[config.mk]
export PLATFORM = sky130hd
export DESIGN_NAME = mem_arbiter
export DESIGN_NICKNAME = d
export VERILOG_FILES = /design/src/rtl/soc_pkg.sv /design/src/rtl/mem_arbiter.sv
export SDC_FILE = /design/constraint.sdc
export NUM_CORES = 1
export LEC_CHECK = 0
export ABC_AREA = 1
export ABC_CLOCK_PERIOD_IN_PS = 3300
export CAP_MARGIN = 10
export CORE_ASPECT_RATIO = 1.5
export CORE_MARGIN = 10
export CORE_UTILIZATION = 40
export DETAILED_ROUTE_END_ITERATION = 16
export HOLD_SLACK_MARGIN = 0.05
export PLACE_DENSITY = 0.94
export SLEW_MARGIN = 15
export SYNTH_ARGS = -nofsm -noshare
export SYNTH_HDL_FRONTEND = slang
export SYNTH_SLANG_ARGS = --single-unit
export TNS_END_PERCENT = 10
[constraint.sdc]
create_clock -name clk -period 3.3 [get_ports clk]
set_clock_uncertainty 0.1 [all_clocks]
set_input_delay 0.33 -clock clk [delete_from_list [all_inputs] [get_ports clk]]
set_output_delay 0.33 -clock clk [all_outputs]
set_load 0.01 [all_outputs]
[src/rtl/soc_pkg.sv]
`default_nettype none
// ============================================================================
//  Module      : soc_pkg
//  Description : Shared encodings for the SoC memory arbiter (FSM states and
//                grant identifiers).
//  Revision    : 1.0 - initial release
// ============================================================================
package soc_pkg;

    typedef enum logic [1:0] {
        ST_IDLE  = 2'd0,
        ST_ISSUE = 2'd1,
        ST_WAIT  = 2'd2
    } state_t;

    localparam logic GNT_I = 1'b0;
    localparam logic GNT_D = 1'b1;

endpackage : soc_pkg
`default_nettype wire

[src/rtl/mem_arbiter.sv]
`default_nettype none
// ============================================================================
//  Module      : mem_arbiter
//  Description : Round-robin arbiter sharing one fixed-latency single-port RAM
//                between the CPU fetch port and the CPU load/store port.
//  Revision    : 1.0 - initial release
// ============================================================================
module mem_arbiter
    import soc_pkg::*;
#(
    parameter int ADDR_W  = 32,
    parameter int DATA_W  = 32,
    parameter int MEM_LAT = 1
) (
    input  logic                  clk,
    input  logic                  resetn,
    input  logic                  i_valid,
    input  logic [ADDR_W-1:0]     i_addr,
    output logic                  i_ready,
    output logic [DATA_W-1:0]     i_rdata,
    input  logic                  d_valid,
    input  logic [ADDR_W-1:0]     d_addr,
    input  logic [DATA_W-1:0]     d_wdata,
    input  logic [DATA_W/8-1:0]   d_wstrb,
    output logic                  d_ready,
    output logic [DATA_W-1:0]     d_rdata,
    output logic                  m_en,
    output logic [ADDR_W-1:0]     m_addr,
    output logic [DATA_W-1:0]     m_wdata,
    output logic [DATA_W/8-1:0]   m_wstrb,
    input  logic [DATA_W-1:0]     m_rdata
);

    localparam int         c_strb_w   = DATA_W / 8;
    localparam logic [1:0] c_cnt_init = 2'(MEM_LAT - 1);

    state_t                r_state,      w_state_nx;
    logic [1:0]            r_cnt,        w_cnt_nx;
    logic                  r_last_grant, w_last_nx;
    logic                  r_gnt,        w_gnt_nx;
    logic                  r_m_en,       w_m_en_nx;
    logic [ADDR_W-1:0]     r_m_addr,     w_m_addr_nx;
    logic [DATA_W-1:0]     r_m_wdata,    w_m_wdata_nx;
    logic [c_strb_w-1:0]   r_m_wstrb,    w_m_wstrb_nx;
    logic                  w_gnt_sel;
    logic                  w_done;

    always_ff @(posedge clk) begin
        if (!resetn) begin
            r_state      <= ST_IDLE;
            r_cnt        <= 2'd0;
            r_last_grant <= GNT_I;
            r_gnt        <= GNT_I;
            r_m_en       <= 1'b0;
            r_m_addr     <= '0;
            r_m_wdata    <= '0;
            r_m_wstrb    <= '0;
        end else begin
            r_state      <= w_state_nx;
            r_cnt        <= w_cnt_nx;
            r_last_grant <= w_last_nx;
            r_gnt        <= w_gnt_nx;
            r_m_en       <= w_m_en_nx;
            r_m_addr     <= w_m_addr_nx;
            r_m_wdata    <= w_m_wdata_nx;
            r_m_wstrb    <= w_m_wstrb_nx;
        end
    end

    // Strobes default low so m_en/m_wstrb are high only during ISSUE.
    always_comb begin
        w_state_nx   = r_state;
        w_cnt_nx     = r_cnt;
        w_last_nx    = r_last_grant;
        w_gnt_nx     = r_gnt;
        w_m_en_nx    = 1'b0;
        w_m_addr_nx  = r_m_addr;
        w_m_wdata_nx = r_m_wdata;
        w_m_wstrb_nx = '0;
        w_gnt_sel    = GNT_I;

        case (r_state)
            ST_IDLE: begin
                if (i_valid || d_valid) begin
                    if (i_valid && d_valid) begin
                        w_gnt_sel = ~r_last_grant;
                        w_last_nx = w_gnt_sel;
                    end else begin
                        w_gnt_sel = d_valid ? GNT_D : GNT_I;
                    end
                    w_gnt_nx  = w_gnt_sel;
                    w_m_en_nx = 1'b1;
                    if (w_gnt_sel == GNT_D) begin
                        w_m_addr_nx  = d_addr;
                        w_m_wdata_nx = d_wdata;
                        w_m_wstrb_nx = d_wstrb;
                    end else begin
                        w_m_addr_nx  = i_addr;
                    end
                    w_state_nx = ST_ISSUE;
                end
            end
            ST_ISSUE: begin
                w_cnt_nx   = c_cnt_init;
                w_state_nx = ST_WAIT;
            end
            ST_WAIT: begin
                if (r_cnt == 2'd0) begin
                    w_state_nx = ST_IDLE;
                end else begin
                    w_cnt_nx = r_cnt - 2'd1;
                end
            end
            default: begin
                w_state_nx = ST_IDLE;
            end
        endcase
    end

    assign w_done  = (r_state == ST_WAIT) && (r_cnt == 2'd0);
    assign i_ready = w_done && (r_gnt == GNT_I);
    assign d_ready = w_done && (r_gnt == GNT_D);
    assign i_rdata = m_rdata;
    assign d_rdata = m_rdata;

    assign m_en    = r_m_en;
    assign m_addr  = r_m_addr;
    assign m_wdata = r_m_wdata;
    assign m_wstrb = r_m_wstrb;

endmodule : mem_arbiter
`default_nettype wire

; ---- After elaboration in Yosys (flattened, before gate mapping)
; Cells that the tools add are included.
; Widths: inputs -> output; s select.
[totals]
reg_bits = 75
in_bits = 136
output_inout_bits = 135
wordCells = 42
[op_classes]
add_sub_neg = 1
eq_ne = 5
mux = 11
bitwise_logic = 2
n_reduce_logical = 15
[op_table]
columns = operator, count
row1 = $mux 32, 1
row2 = $reduce_and 2->1, 4
row3 = $mux 2, 3
row4 = $ne 2x2->1 const B, 3
row5 = $pmux 2 s3, 1
row6 = $reduce_and 3->1, 2
row7 = $mux 1, 5
row8 = $logic_and 1x1->1, 4
row9 = $logic_not 2->1, 2
row10 = $pmux 2 s2, 1
row11 = $reduce_and 4->1, 1
row12 = $eq 2x1->1 const B, 1
row13 = $eq 2x2->1 const B, 1
row14 = $not 1->1, 2
row15 = $reduce_bool 2->1, 1
row16 = $sub 2x1->2 const B, 1
row17 = $logic_or 1x1->1, 1

; ---- Longest topological paths before layout
[depth]
depth_word = 5
ltp_mapped = 7
depth_no_buf = 7

; ---- Least setup slack after synthesis
; OpenSTA, ideal clock, no wires.
[synth_path]
path_type = input to register
startpoint = input d_valid
endpoint = register r_m_addr[26] (netlist: m_addr[26])
setup_time_ps = 112
t_arrival_ps = 1002
t_required_ps = 3088
path_slack_ps = 2086
path_stages = 6
path_buffers = 2
path_cell_list = buf_4 > o21ai_4 > buf_6 > nand2_1 > nand2_1 > nor2_1
[synth_between]
elab_chain_cells = 5
elab_cells_between_ends = 8
cone_classes = mux: 5 / reduce/logical: 3
[synth_rtl]
columns = item, line
row1 = "start, declared", mem_arbiter.sv:21  ; input logic d_valid,
row2 = $mux 1 / $logic_and 1x1->1 (equally long branches), "mem_arbiter.sv:89, mem_arbiter.sv:85"
row3 = $mux 1, mem_arbiter.sv:85  ; if (i_valid && d_valid) begin
row4 = $mux 1, mem_arbiter.sv:84  ; if (i_valid || d_valid) begin
row5 = $mux 1, mem_arbiter.sv:82  ; case (r_state)
row6 = $mux 32, mem_arbiter.sv:93  ; if (w_gnt_sel == GNT_D) begin
row7 = "end signal, assigned", mem_arbiter.sv:64  ; r_m_addr <= w_m_addr_nx;
row8 = "end, declared", mem_arbiter.sv:42  ; logic [ADDR_W-1:0] r_m_addr, w_m_addr_nx;
; Several ways; a longest one is shown, not always the timed one. The select of a mux whose other input is x is not followed.
; A chain may end at the register's enable or synchronous reset.

; ---- Final worst setup path
[layout_path]
startpoint = input d_valid
endpoint = register r_m_wstrb[1] (netlist: m_wstrb[1])
[layout_between]
elab_chain_cells = 5
elab_cells_between_ends = 7
cone_classes = mux: 4 / reduce/logical: 3
[layout_rtl]
columns = item, line
row1 = $mux 1 / $logic_and 1x1->1 (equally long branches), "mem_arbiter.sv:89, mem_arbiter.sv:85"
row2 = $mux 1, mem_arbiter.sv:85
row3 = $mux 1, mem_arbiter.sv:84
row4 = $mux 1, mem_arbiter.sv:82
row5 = $reduce_and 4->1 (no source line) *, --
row6 = "end signal, assigned", mem_arbiter.sv:66  ; r_m_wstrb <= w_m_wstrb_nx;
row7 = "end, declared", mem_arbiter.sv:44  ; logic [c_strb_w-1:0] r_m_wstrb, w_m_wstrb_nx;
; Mark *: on every way between the ends. The rest lies on a longest branch, timed or not. The select of a mux whose other input is x is not followed.

==> impl_metrics.toml <==
[grt]
wire_length_of_the_first_global_routing_pass_mm = 19.9
grt_pass1_vias = 3889
grt_start_max_net_pins = 102
globalRouteTotalUtil_pct = 15.9
grt-ovfl-total = 0
grt_antenna_before_repair = 0

[cts]
numCtsBuffers = 9
worst_case_clock_buffer_depth = 2
worst_skew_pair.late_latency_ps = 320
post_cts_buffers = 0
clock_transition_at_path_regs_ps = 60
htree_levels = 3
cts_tree = "yes"
clock_sink_total = 75
postCtsHoldBufs = 0
cts_repair_resize_count = 0
cts-root-buf = "clkbuf_16"

[flow_run]
cap_viol_max_count = 0

[synth]
postSynthNetCount = 780
synthDistinctLibCells = 22
async_set_or_reset_flop_fraction_in_the_synthesized_netlist_pct = 0
number_of_instances_in_the_synthesized_netlist = 643
synth_seq_area_share_pct = 35.2
library_cell_with_the_highest_instance_count_after_synthesis = "nor2_1"
synth.yosys.warnings = 0
postSynth.topFlopCell = "dfxtp_1"
post_synth_most_frequent_cells = "139 x nor2_1, 136 x nand2_1, 75 x dfxtp_1"
syn_area_mm2 = 0.00427
post-synth-top-area-fraction_pct = 35.2
synth-seq-cells = 75
synth_edf_count = 0
synth_top_cell_by_area = "dfxtp_1"
syn_avg_cell_area_um2 = 6.64
ys_top_cells_by_area = "dfxtp_1 35%, buf_4 13%, nor2_1 12%"

[floorplan]
die_w_um = 104
fp.dieArea_mm2 = 0.0153
chipHeight_um = 147
number_of_top_level_design_ports = 271
initial_core_util_pct = 40.5
core-area_mm2 = 0.0105
std_cell_rows = 46

[drt]
avgViaCountPerCell = 4.62
ant_nets = 0
route.detailed.wl_per_inst_um = 14.3
total_wire_length_mm = 12.5
drt_first_pass_iters = 4
num_vias = 4046
drt_iter0_drc = 165
drc_errors = 0

[run_status]
status = "complete, no violations"

[finish]
final_area_mm2 = 0.00581
sequential_cell_area_mm2 = 0.00150
multiInputGateArea_mm2 = 0.00175
post_layout_nonfiller_instances = 876
final_net_count = 864
drive_gt1_share_pct = 3.83
synthToLayoutAreaGrowth_pct = 36.0
fillerInstances = 971
antenna_diodes = 0

[power_and_ir_drop]
vdd_ir_drop_max_mv = 0.247
p_leak_uw = 0.00267
powerDensity_mw_per_mm2 = 487

[sta]
total_negative_setup_slack_ps = 0
worst_pin_slew_ps = 965
layout_min_cycle_time_ps = 2160
finalCritPeriodShare_pct = 65.4
fmax_ghz = 0.463
setup_repair_after_global_routing_missed_its_margin = "false"
timing.final.hold_violations = 0
final-max-slew-violation-count = 0
finalSetupViolations = 0
relative_slew_margins_pct = 35.6

[setup_path]
timing.critical_path.mode_cell = "nand2_1"
worstSetupPathType = "in2reg"
crit_path_cell_trace = "buf_4, nand2_1, nor2_4, nand2_1, nor2_1"
crit_fanout = 101
arrival_ps = 2310
timing.critical_path.to_type = "flop"
critical_path_max_stage_delay_ps = 720
cpMaxStageDelayCell = "buf_4"
critical_path_start_type = "input port"
cp.required_ps = 3450

[hold_path]
hp-class = "reg2reg"

[place]
io_buffers = 174
placedInstanceArea_mm2 = 0.00548
dp_cells = 860
post-dp-hpwl_mm = 9.26
gp_congestion = 0.768
logic make-up after synthesis:
logic type	Yosys count	synth area share, %
adders and majority gates	1	0.293
buffers and inverters	181	23.9
AOI/OAI and AO/OA	38	6.62
DFF	75	35.2
and+or+nand+nor	348	34.0
sequential cells by signal, indices dropped and copies added, names as in the netlist:
name and cells:
r_last_grant 1, r_state 2, r_gnt 1, r_cnt 2, m_wstrb 4, m_addr 32, m_en 1, m_wdata 32
critical path, delay by kind of cell:
family / cells / cell delay (ps)
simple gates: 4 / 1240
buf+inv: 1 / 720
per-stage QoR:
step | hold WS (ps) | power, uW | util, % | setup WS (ps)
after global routing | 405 | 2990 | 55.2 | 890
after detailed placement | 371 | 1790 | 52.0 | 770
final | 379 | 2830 | 55.2 | 1140
after global placement | 363 | 1770 | 52.0 | 861
after CTS | 384 | 2870 | 55.2 | 1120
after floorplan | 342 | 1510 | - | 2090
placed cells by master, fill, tap and decap left out, drive strengths merged:
cell type and n:
bufinv 2, ha 1, nand3 36, nand4 33, dfxtp 75, nand2 137, clkbuf 12, a31oi 1
a21oi 3, clkdlybuf4s50 172, a21boi 32, clkinvlp 1, clkinv 1, nor2 142, inv 76, o21ai 2
buf 6
layout make-up:
class,count,share of cell area (%)
multi-input cells,387,30.1
inverters,76,4.91
clock buffers,12,4.42
flip-flops and latches,75,25.8
well taps,144,3.10
clock inverters,4,1.25
repair buffers,178,30.4
worst paths after layout:
path	start	end	slack (ps)	cells past startpoint
setup / recovery	d_valid	m_wstrb[1]$_SDFF_PN0_	1140	5
hold / removal	m_wdata[24]$_SDFFE_PN0P_	m_wdata[24]$_SDFFE_PN0P_	380	2
setup reg to reg	r_state[1]$_SDFFE_PN0P_	m_addr[28]$_SDFFE_PN0P_	1430	6
hold reg to reg	m_wdata[24]$_SDFFE_PN0P_	m_wdata[24]$_SDFFE_PN0P_	380	2
report_power, final:
part / total (uW) / switching [uW] / leakage (uW) / internal (uW)
Clock: 1070 / 369 / 0.000159 / 702
Sequential: 1050 / 46.2 / 0.000621 / 999
Combinational: 710 / 340 / 0.00189 / 370
metal layers:
layer | share of wire (%) | wire [um] | GRT usage, %
met5 | 0 | 0 | 0
met4 | 6.0 | 745 | 11.5
met3 | 7.9 | 987 | 5.29
met2 | 50 | 6210 | 27.3
met1 | 36 | 4540 | 15.6
No activity file was read; power rests on OpenSTA's default activity.
